$ cat config.mk
export PLATFORM = sky130hd
export DESIGN_NAME = inc_arbiter
export DESIGN_NICKNAME = d
export VERILOG_FILES = /design/src/rtl/inc_arbiter.sv
export SDC_FILE = /design/constraint.sdc
export NUM_CORES = 1
export LEC_CHECK = 0
export BUFFER_PORTS_ARGS = -buffer_cell sky130_fd_sc_hd__buf_2
export CORE_MARGIN = 3
export CORE_UTILIZATION = 35
export CTS_BUF_LIST = sky130_fd_sc_hd__clkbuf_4
export DETAILED_ROUTE_END_ITERATION = 8
export MAX_ROUTING_LAYER = met4
export PLACE_DENSITY = 0.71
export REMOVE_ABC_BUFFERS = 1
export SLEW_MARGIN = 40
export SYNTH_ARGS = -nofsm -noshare
export SYNTH_HDL_FRONTEND = slang
export SYNTH_SLANG_ARGS = --single-unit
$ cat constraint.sdc
create_clock -name clk -period 3.2 [get_ports clk]
set_clock_uncertainty 0.15 [all_clocks]
set_input_delay 0.16 -clock clk [delete_from_list [all_inputs] [get_ports clk]]
set_output_delay 0.16 -clock clk [all_outputs]
set_load 0.005 [all_outputs]
$ cat src/rtl/inc_arbiter.sv
// Four-requester round-robin front end sharing one 16-bit incrementer.
// Ports: clk, reset (async high), req_valid/req_a/req_ready (requests),
//        rsp_valid/rsp_ready/rsp_out/rsp_id/rsp_wrap (result), grant_count.
module inc_arbiter #(
    parameter int WIDTH = 16
) (
    input  logic               clk,
    input  logic               reset,
    input  logic [3:0]         req_valid,
    input  logic [4*WIDTH-1:0] req_a,
    output logic [3:0]         req_ready,
    output logic               rsp_valid,
    input  logic               rsp_ready,
    output logic [WIDTH-1:0]   rsp_out,
    output logic [1:0]         rsp_id,
    output logic               rsp_wrap,
    output logic [15:0]        grant_count
);

    typedef enum logic {
        EMPTY = 1'b0,
        FULL  = 1'b1
    } state_t;

    state_t           state;
    logic [1:0]       last_grant;
    logic [1:0]       winner;
    logic [1:0]       idx;
    logic             found;
    logic             accept;
    logic [WIDTH-1:0] operand;
    logic [WIDTH-1:0] inc_out;
    logic             inc_wrap;

    // Round-robin search: offsets 1..4 from last_grant; offset 4 wraps
    // back to last_grant itself so it is considered last.
    always_comb begin
        found  = 1'b0;
        winner = last_grant;
        idx    = '0;
        for (int k = 1; k <= 4; k++) begin
            idx = last_grant + 2'(k);
            if (!found && req_valid[idx]) begin
                found  = 1'b1;
                winner = idx;
            end
        end
    end

    // Reset gates accept so no grant is offered while reset is held.
    assign accept = found && !reset
                    && (state == EMPTY || rsp_ready);

    assign req_ready = accept ? (4'b0001 << winner) : 4'b0000;

    // Shared incrementer fed by the granted operand.
    assign operand  = req_a[winner*WIDTH +: WIDTH];
    assign inc_out  = operand + WIDTH'(1);
    assign inc_wrap = &operand;

    assign rsp_valid = (state == FULL);

    always_ff @(posedge clk or posedge reset) begin
        if (reset) begin
            state       <= EMPTY;
            last_grant  <= 2'd3;
            rsp_out     <= '0;
            rsp_id      <= '0;
            rsp_wrap    <= 1'b0;
            grant_count <= '0;
        end else begin
            case (state)
                EMPTY: begin
                    if (accept) begin
                        state <= FULL;
                    end
                end
                FULL: begin
                    if (rsp_ready && !accept) begin
                        state <= EMPTY;
                    end
                end
                default: state <= EMPTY;
            endcase
            if (accept) begin
                rsp_out     <= inc_out;
                rsp_id      <= winner;
                rsp_wrap    <= inc_wrap;
                last_grant  <= winner;
                grant_count <= grant_count + 16'd1;
            end
        end
    end

endmodule

==> impl_metrics.csv, run 1 <==
group,metric,value,unit
worst_setup_path,rr_endpoint,"rsp_out[14]$_DFFE_PP0P_",
outcome,status,"complete, no violations",
timing,final.period_utilization,92.5,%
worst_setup_path,path_max_fanout,16,
worst_setup_path,arrival,3020,ps
timing,worst_pin_slew,695,ps
worst_setup_path,cp_slowest_cell,"dfstp_2",
synth,synth.distinct_cells,45,
synth,seq_area_frac_synth,32.0,%
clock_network,htreeDepth,2,
pwr,seqPwrFrac,30.4,%
detailed_routing,drtIter0Drc,99,
detailed_routing,drtPass1Iterations,4,
timing,final_max_slew_viol_count,0,
global_route,grt_pass1_wl,13400,µm
min_path,min-delay-start,"req_a[15]",
cells_and_area,stdcell_count,539,
worst_setup_path,startpoint_type,"flip-flop",
detailed_routing,drc,0,
synth,synth_warnings,0,
pwr,switching_share,44.5,%
global_route,track_usage,17.2,%
placed_design,gp_congestion,0.890,
global_route,grt_max_degree,43,
run,cap_violations,0,
global_route,overflow,0,
timing,post-route-min-period,2960,ps
synth,ys.flop_type,"dfrtp_1",
detailed_routing,wl_per_cell,14.7,µm
global_route,grt_pass1_vias,2677,
detailed_routing,via_per_inst,5.20,
cells_and_area,utilization,45.4,%
pwr,vdd_drop_max,0.246,mV
pwr,leakagePower,1.73,nW
synth,syn_inst,327,
timing,rsz0062_at_grt,"false",
placed_design,preCtsSetupSlack,182,ps
floorplanning,die_h,98.3,µm
worst_setup_path,path_cells,"nand2b_4, a21oi_1, a221oi_4, buf_12, mux2i_4, ha_1, nand3_4, nor4_2, xnor2_1, o21ai_1",
timing,hold_violations,0,
min_path,hold_path.class,"in2reg",
worst_setup_path,rr_worst_depth,10,
floorplanning,core-area,0.00826,mm²
floorplanning,dieArea,0.00966,mm²
timing,whs,208,ps
pwr,p_per_area,646,mW/mm²
pwr,p_switching,0.00108,W
floorplanning,rows,33,
worst_setup_path,worstSetupPathType,"reg2reg",
placed_design,hpwl,6360,µm
clock_network,clk_pin_slew,120,ps
synth,avgSynthCellArea,9.11,µm²
min_path,holdPathStages,5,
detailed_routing,antenna_left,0,
clock_network,cts_sinks,38,
worst_setup_path,reg2reg_slack,240,ps
timing,fin_tns_setup,0,ps
worst_setup_path,crit_required,3260,ps
timing,finalSetupViolations,0,
pwr,intPower,0.00134,W
timing,setup_slack,240,ps
floorplanning,die_x,98.3,µm
clock_network,cts_tree,"yes",
synth,ys_seq_elements,38,
clock_network,post_cts_resized,0,
placed_design,dp.cells,527,
synth,syn_area,0.00298,mm²
timing,slew-limit-headroom,53.6,%
worst_setup_path,cp_slowest_stage_delay,620,ps
min_path,worstHoldEndpoint,"rsp_out[15]$_DFFE_PP0P_",
clock_network,clk_latency,340,ps
pwr,power_frac_comb,59.7,%
pwr,clkPwrFrac,9.9,%
floorplanning,start_util,36.1,%
synth,async_reset_ff_share,100,%
clock_network,cts-buffers-inserted,5,
worst_setup_path,reg2reg_from,"last_grant[1]$_DFFE_PP1P_",
global_route,antenna_found_initial,0,
clock_network,cts-root-buf,"clkbuf_4",
synth,synth_edf_count,0,
placed_design,port_buffers,110,
cells_and_area,nNetsFinal,506,
cells_and_area,syn2layout_area_growth,25.8,%
clock_network,ctsLongestPathBuffers,2,
timing,fmax,338,MHz
detailed_routing,drt_wl_total,7900,µm
floorplanning,pin_count,111,
worst_setup_path,setup.worst_path.end_class,"flip-flop",
detailed_routing,via_count,2804,
cells_and_area,drive_gt1_share,36.9,%
cells_and_area,n_antenna_cell,0,
## sequential cells by signal (all words and copies together), names as in the netlist
name and cells:
grant_count 16, last_grant 2, rsp_id 2, rsp_out 16, rsp_valid 1, rsp_wrap 1
## stage by stage
step,cell area (µm²),power [W]
3_5_place_dp,3660,0.00219
4_1_cts,3730,0.00243
6_report,3750,0.00242
5_1_grt,3750,0.00263
2_1_floorplan,2850,0.00170
3_3_place_gp,3650,0.00215
## kinds of logic after synthesis
family / synth area share, %
simple gates: 18.4
mux: 8.78
xor+xnor: 8.53
buf+inv: 8.69
compound gates: 22.8
flops: 32.0
fa+ha+maj: 0.840
## layout make-up
type                    instances  area [µm²]
well taps                     105         131
multi-input cells             229        1800
fillers                       826        4510
clock buffers                   5        37.5
flip-flops and latches         38         953
clock inverters                 3        16.3
repair buffers                125         681
inverters                      34         128
## cells in the final DEF (no fill, tap or decap), types with 3 or more instances in the layout
cell	count
inv_1	34
o21ai_1	9
xor2_1	3
buf_4	12
mux2i_4	7
mux2i_1	4
a211oi_1	31
mux2i_2	3
and3_1	4
nand2_1	40
nor3_1	3
a32oi_1	30
nor2_1	10
nand3_1	10
xnor2_1	26
dfrtp_1	36
nor4_2	4
o21ai_0	10
buf_2	110
clkbuf_4	5
## per-layer routing
metal	global-route usage [%]	routed length [µm]	up-vias
li1	-	-	1408
met1	24.2	3790	1304
met2	26.2	3630	83
met3	1.71	364	9
met4	5.04	106	0
met5	-	0	-
## critical path, delay by kind of cell (launching register included)
kind,cells,cell delay (ps)
adders and majority gates,1,270
DFF,1,620
buffers and inverters,1,240
AOI/OAI and AO/OA,3,440
xor gates and xnor gates,1,150
muxes,1,330
and+or+nand+nor,3,620
## synth_stat cells (4+ instances only)
master	instances	area, µm²
mux2i_4	7	158
o21ai_1	10	50.1
xnor2_1	26	228
clkbuf_1	18	67.6
nand2_1	40	150
a211oi_1	31	233
o21ai_0	10	50.1
nand3_1	10	50.1
dfrtp_1	36	901
mux2i_1	4	40.0
nor3_1	4	20.0
nor4_2	4	50.1
and3_1	4	25.0
a32oi_1	30	263
inv_1	34	128
nor2_1	10	37.5
## how the worst max path moves through the flow
| stage | start | to | slack (ps) |
|---|---|---|---|
| 6_report | last_grant[1]$_DFFE_PP1P_ | rsp_out[14]$_DFFE_PP0P_ | 240 |
| 5_1_grt | last_grant[1]$_DFFE_PP1P_ | rsp_out[14]$_DFFE_PP0P_ | 50 |
| 4_1_cts | last_grant[1]$_DFFE_PP1P_ | rsp_out[14]$_DFFE_PP0P_ | 150 |
| 3_5_place_dp | last_grant[1]$_DFFE_PP1P_ | rsp_out[14]$_DFFE_PP0P_ | 180 |
| 3_3_place_gp | last_grant[1]$_DFFE_PP1P_ | rsp_out[10]$_DFFE_PP0P_ | 300 |
| 2_1_floorplan | last_grant[1]$_DFFE_PP1P_ | rsp_out[10]$_DFFE_PP0P_ | -2780 |
## power by group through the flow
stage / Clock [W] / Sequential [W] / Combinational (W)
detailed placement: 0 / 0.000756 / 0.00143
global route: 0.000274 / 0.000761 / 0.00159
floorplan: 0 / 0.000748 / 0.000950
CTS: 0.000251 / 0.000746 / 0.00144
finish: 0.000239 / 0.000736 / 0.00144
global placement: 0 / 0.000746 / 0.00140
## repair_timing
action,in CTS,in global routing
endpoints found under the hold margin,17,0
hold buffers,2,0
setup endpoints to repair,0,4
buffers inserted,0,2
(Power assumes the default switching activity.)
==> run 2: changes to the inputs <==
SETUP_SLACK_MARGIN = 0.4   (was not set)
==> impl_metrics.csv, run 2 (synthesis gave the netlist of run 1 again) <==
group,metric,value,unit
worst_setup_path,cp_slowest_stage_delay,610,ps
floorplanning,core-area,0.00826,mm²
worst_setup_path,startpoint_type,"flip-flop",
timing,hold_violations,0,
detailed_routing,drtPass1Iterations,4,
placed_design,preCtsSetupSlack,182,ps
worst_setup_path,worstSetupStartpoint,"last_grant[0]$_DFFE_PP1P_",
detailed_routing,drtIter0Drc,157,
cells_and_area,fill_cells,768,
worst_setup_path,rr_endpoint,"rsp_out[11]$_DFFE_PP0P_",
pwr,seqPwrFrac,26.3,%
pwr,p_per_area,680,mW/mm²
timing,rsz0062_at_grt,"true",
worst_setup_path,cp_slowest_cell,"dfstp_2",
floorplanning,die_h,98.3,µm
clock_network,cts-root-buf,"clkbuf_4",
worst_setup_path,crit_required,3270,ps
detailed_routing,drt_wl_total,8590,µm
pwr,p_switching,0.00123,W
timing,finalSetupViolations,0,
global_route,grt_max_degree,43,
pwr,p_total,0.00280,W
timing,final_max_slew_viol_count,0,
detailed_routing,antenna_left,0,
cells_and_area,n_antenna_cell,0,
cells_and_area,syn2layout_area_growth,38.3,%
clock_network,cts_sinks,38,
global_route,grt_pass1_wl,13700,µm
detailed_routing,via_per_inst,5.20,
timing,post-route-min-period,2770,ps
clock_network,clk_latency,340,ps
cells_and_area,layout_commonest_cell,"buf_2",
timing,worst_pin_slew,708,ps
floorplanning,pin_count,111,
worst_setup_path,reg2reg_slack,430,ps
worst_setup_path,path_cells,"inv_2, a32oi_4, buf_4, a32oi_1, mux2i_4, nand4_4, nor4_4, xnor2_1, o21ai_1",
worst_setup_path,arrival,2840,ps
min_path,hold_path.class,"in2reg",
placed_design,dpl_cell_area,0.00366,mm²
pwr,vdd_drop_max,0.220,mV
worst_setup_path,path_max_fanout,12,
clock_network,cts-buffers-inserted,5,
cells_and_area,top_regs,"grant_count: 16 flops, rsp_out: 16 flops",
clock_network,htreeDepth,2,
placed_design,gp_congestion,0.890,
placed_design,dp.cells,527,
floorplanning,rows,33,
cells_and_area,seq_area,953,µm²
detailed_routing,via_count,2912,
timing,setup_slack,431,ps
pwr,leakagePower,1.92,nW
placed_design,port_buffers,110,
worst_setup_path,worstSetupPathType,"reg2reg",
worst_setup_path,setup.worst_path.end_class,"flip-flop",
worst_setup_path,rr_worst_depth,9,
timing,final.period_utilization,86.5,%
floorplanning,dieArea,0.00966,mm²
pwr,intPower,0.00157,W
run,cap_violations,0,
detailed_routing,wl_per_cell,15.3,µm
pwr,power_frac_comb,65.1,%
timing,slew-limit-headroom,52.8,%
global_route,grt_pass1_vias,2752,
floorplanning,start_util,36.1,%
cells_and_area,multi_input_comb_area,0.00196,mm²
clock_network,cts_tree,"yes",
cells_and_area,final_area,0.00412,mm²
cells_and_area,layout_common_cells,"buf_2 (110), nand2_1 (40), dfrtp_1 (36), inv_1 (33), a32oi_1 (30)",
global_route,overflow,0,
cells_and_area,stdcell_count,560,
timing,fin_tns_setup,0,ps
clock_network,clk_pin_slew,120,ps
placed_design,hpwl,6360,µm
clock_network,ctsLongestPathBuffers,2,
floorplanning,die_x,98.3,µm
cells_and_area,drive_gt1_share,42.6,%
pwr,switching_share,43.8,%
outcome,status,"complete, no violations",
pwr,clkPwrFrac,8.6,%
worst_setup_path,cp-endpoint,"rsp_out[11]$_DFFE_PP0P_",
detailed_routing,drc,0,
worst_setup_path,reg2reg_from,"last_grant[0]$_DFFE_PP1P_",
global_route,antenna_found_initial,0,
cells_and_area,nNetsFinal,527,
global_route,track_usage,17.5,%
timing,fmax,361,MHz
-- run 2: power by group through the flow --
stage	Combinational [W]	Clock (W)	Sequential [W]
after floorplan	0.000950	0	0.000748
after global placement	0.00140	0	0.000746
after detailed placement	0.00143	0	0.000756
after CTS	0.00155	0.000251	0.000737
after global routing	0.00196	0.000274	0.000760
final	0.00182	0.000241	0.000735
-- run 2: layout make-up --
cell class / instances / area share (%)
sequential: 38 / 23.1
clock buffer: 5 / 0.911
clock inverter: 3 / 0.395
timing repair buffer: 146 / 21.8
inverter: 34 / 3.10
tap: 105 / 3.19
multi-input combinational: 229 / 47.5
-- run 2: timing repair --
action	CTS	global route
endpoints found under the setup margin	10	12
endpoints found under the hold margin	17	0
hold buffers	2	0
setup buffers	10	13
pin swaps	1	11
resized for setup	2	30
-- run 2: how the worst min path moves through the flow --
stage,from,slack [ps],endpoint,cells past startpoint
final,req_a[47],190,rsp_out[15]$_DFFE_PP0P_,5
after global routing,req_a[47],210,rsp_out[15]$_DFFE_PP0P_,5
after CTS,req_a[47],200,rsp_out[15]$_DFFE_PP0P_,5
after detailed placement,reset,170,rsp_out[0]$_DFFE_PP0P_,2
after global placement,reset,170,rsp_out[2]$_DFFE_PP0P_,2
after floorplan,reset,200,grant_count[0]$_DFFE_PP0P_,1
-- run 2: stage by stage --
stage | hold WS (ps) | util (%)
after global routing | 206 | 49.9
after floorplan | 201 | -
final | 192 | 49.9
after detailed placement | 174 | 44.3
after global placement | 169 | 44.2
after CTS | 205 | 46.5
-- run 2: metal layers --
| metal | global-route usage [%] | share of wire (%) | routed length (µm) | vias up |
|---|---|---|---|---|
| li1 | - | - | - | 1447 |
| met3 | 1.71 | 5.4 | 467 | 13 |
| met2 | 27.5 | 47 | 4050 | 107 |
| met1 | 24.2 | 46 | 3930 | 1345 |
| met5 | - | 0 | 0 | - |
| met4 | 5.04 | 1.6 | 141 | 0 |
-- run 2: worst max-delay path: cells and delay by family (launching register included) --
kind / cells / cell delay (ps)
buffers and inverters: 2 / 320
flip-flops: 1 / 610
multiplexers: 1 / 280
AO/OA/AOI/OAI: 3 / 550
AND/OR/NAND/NOR: 2 / 570
XOR/XNOR: 1 / 150
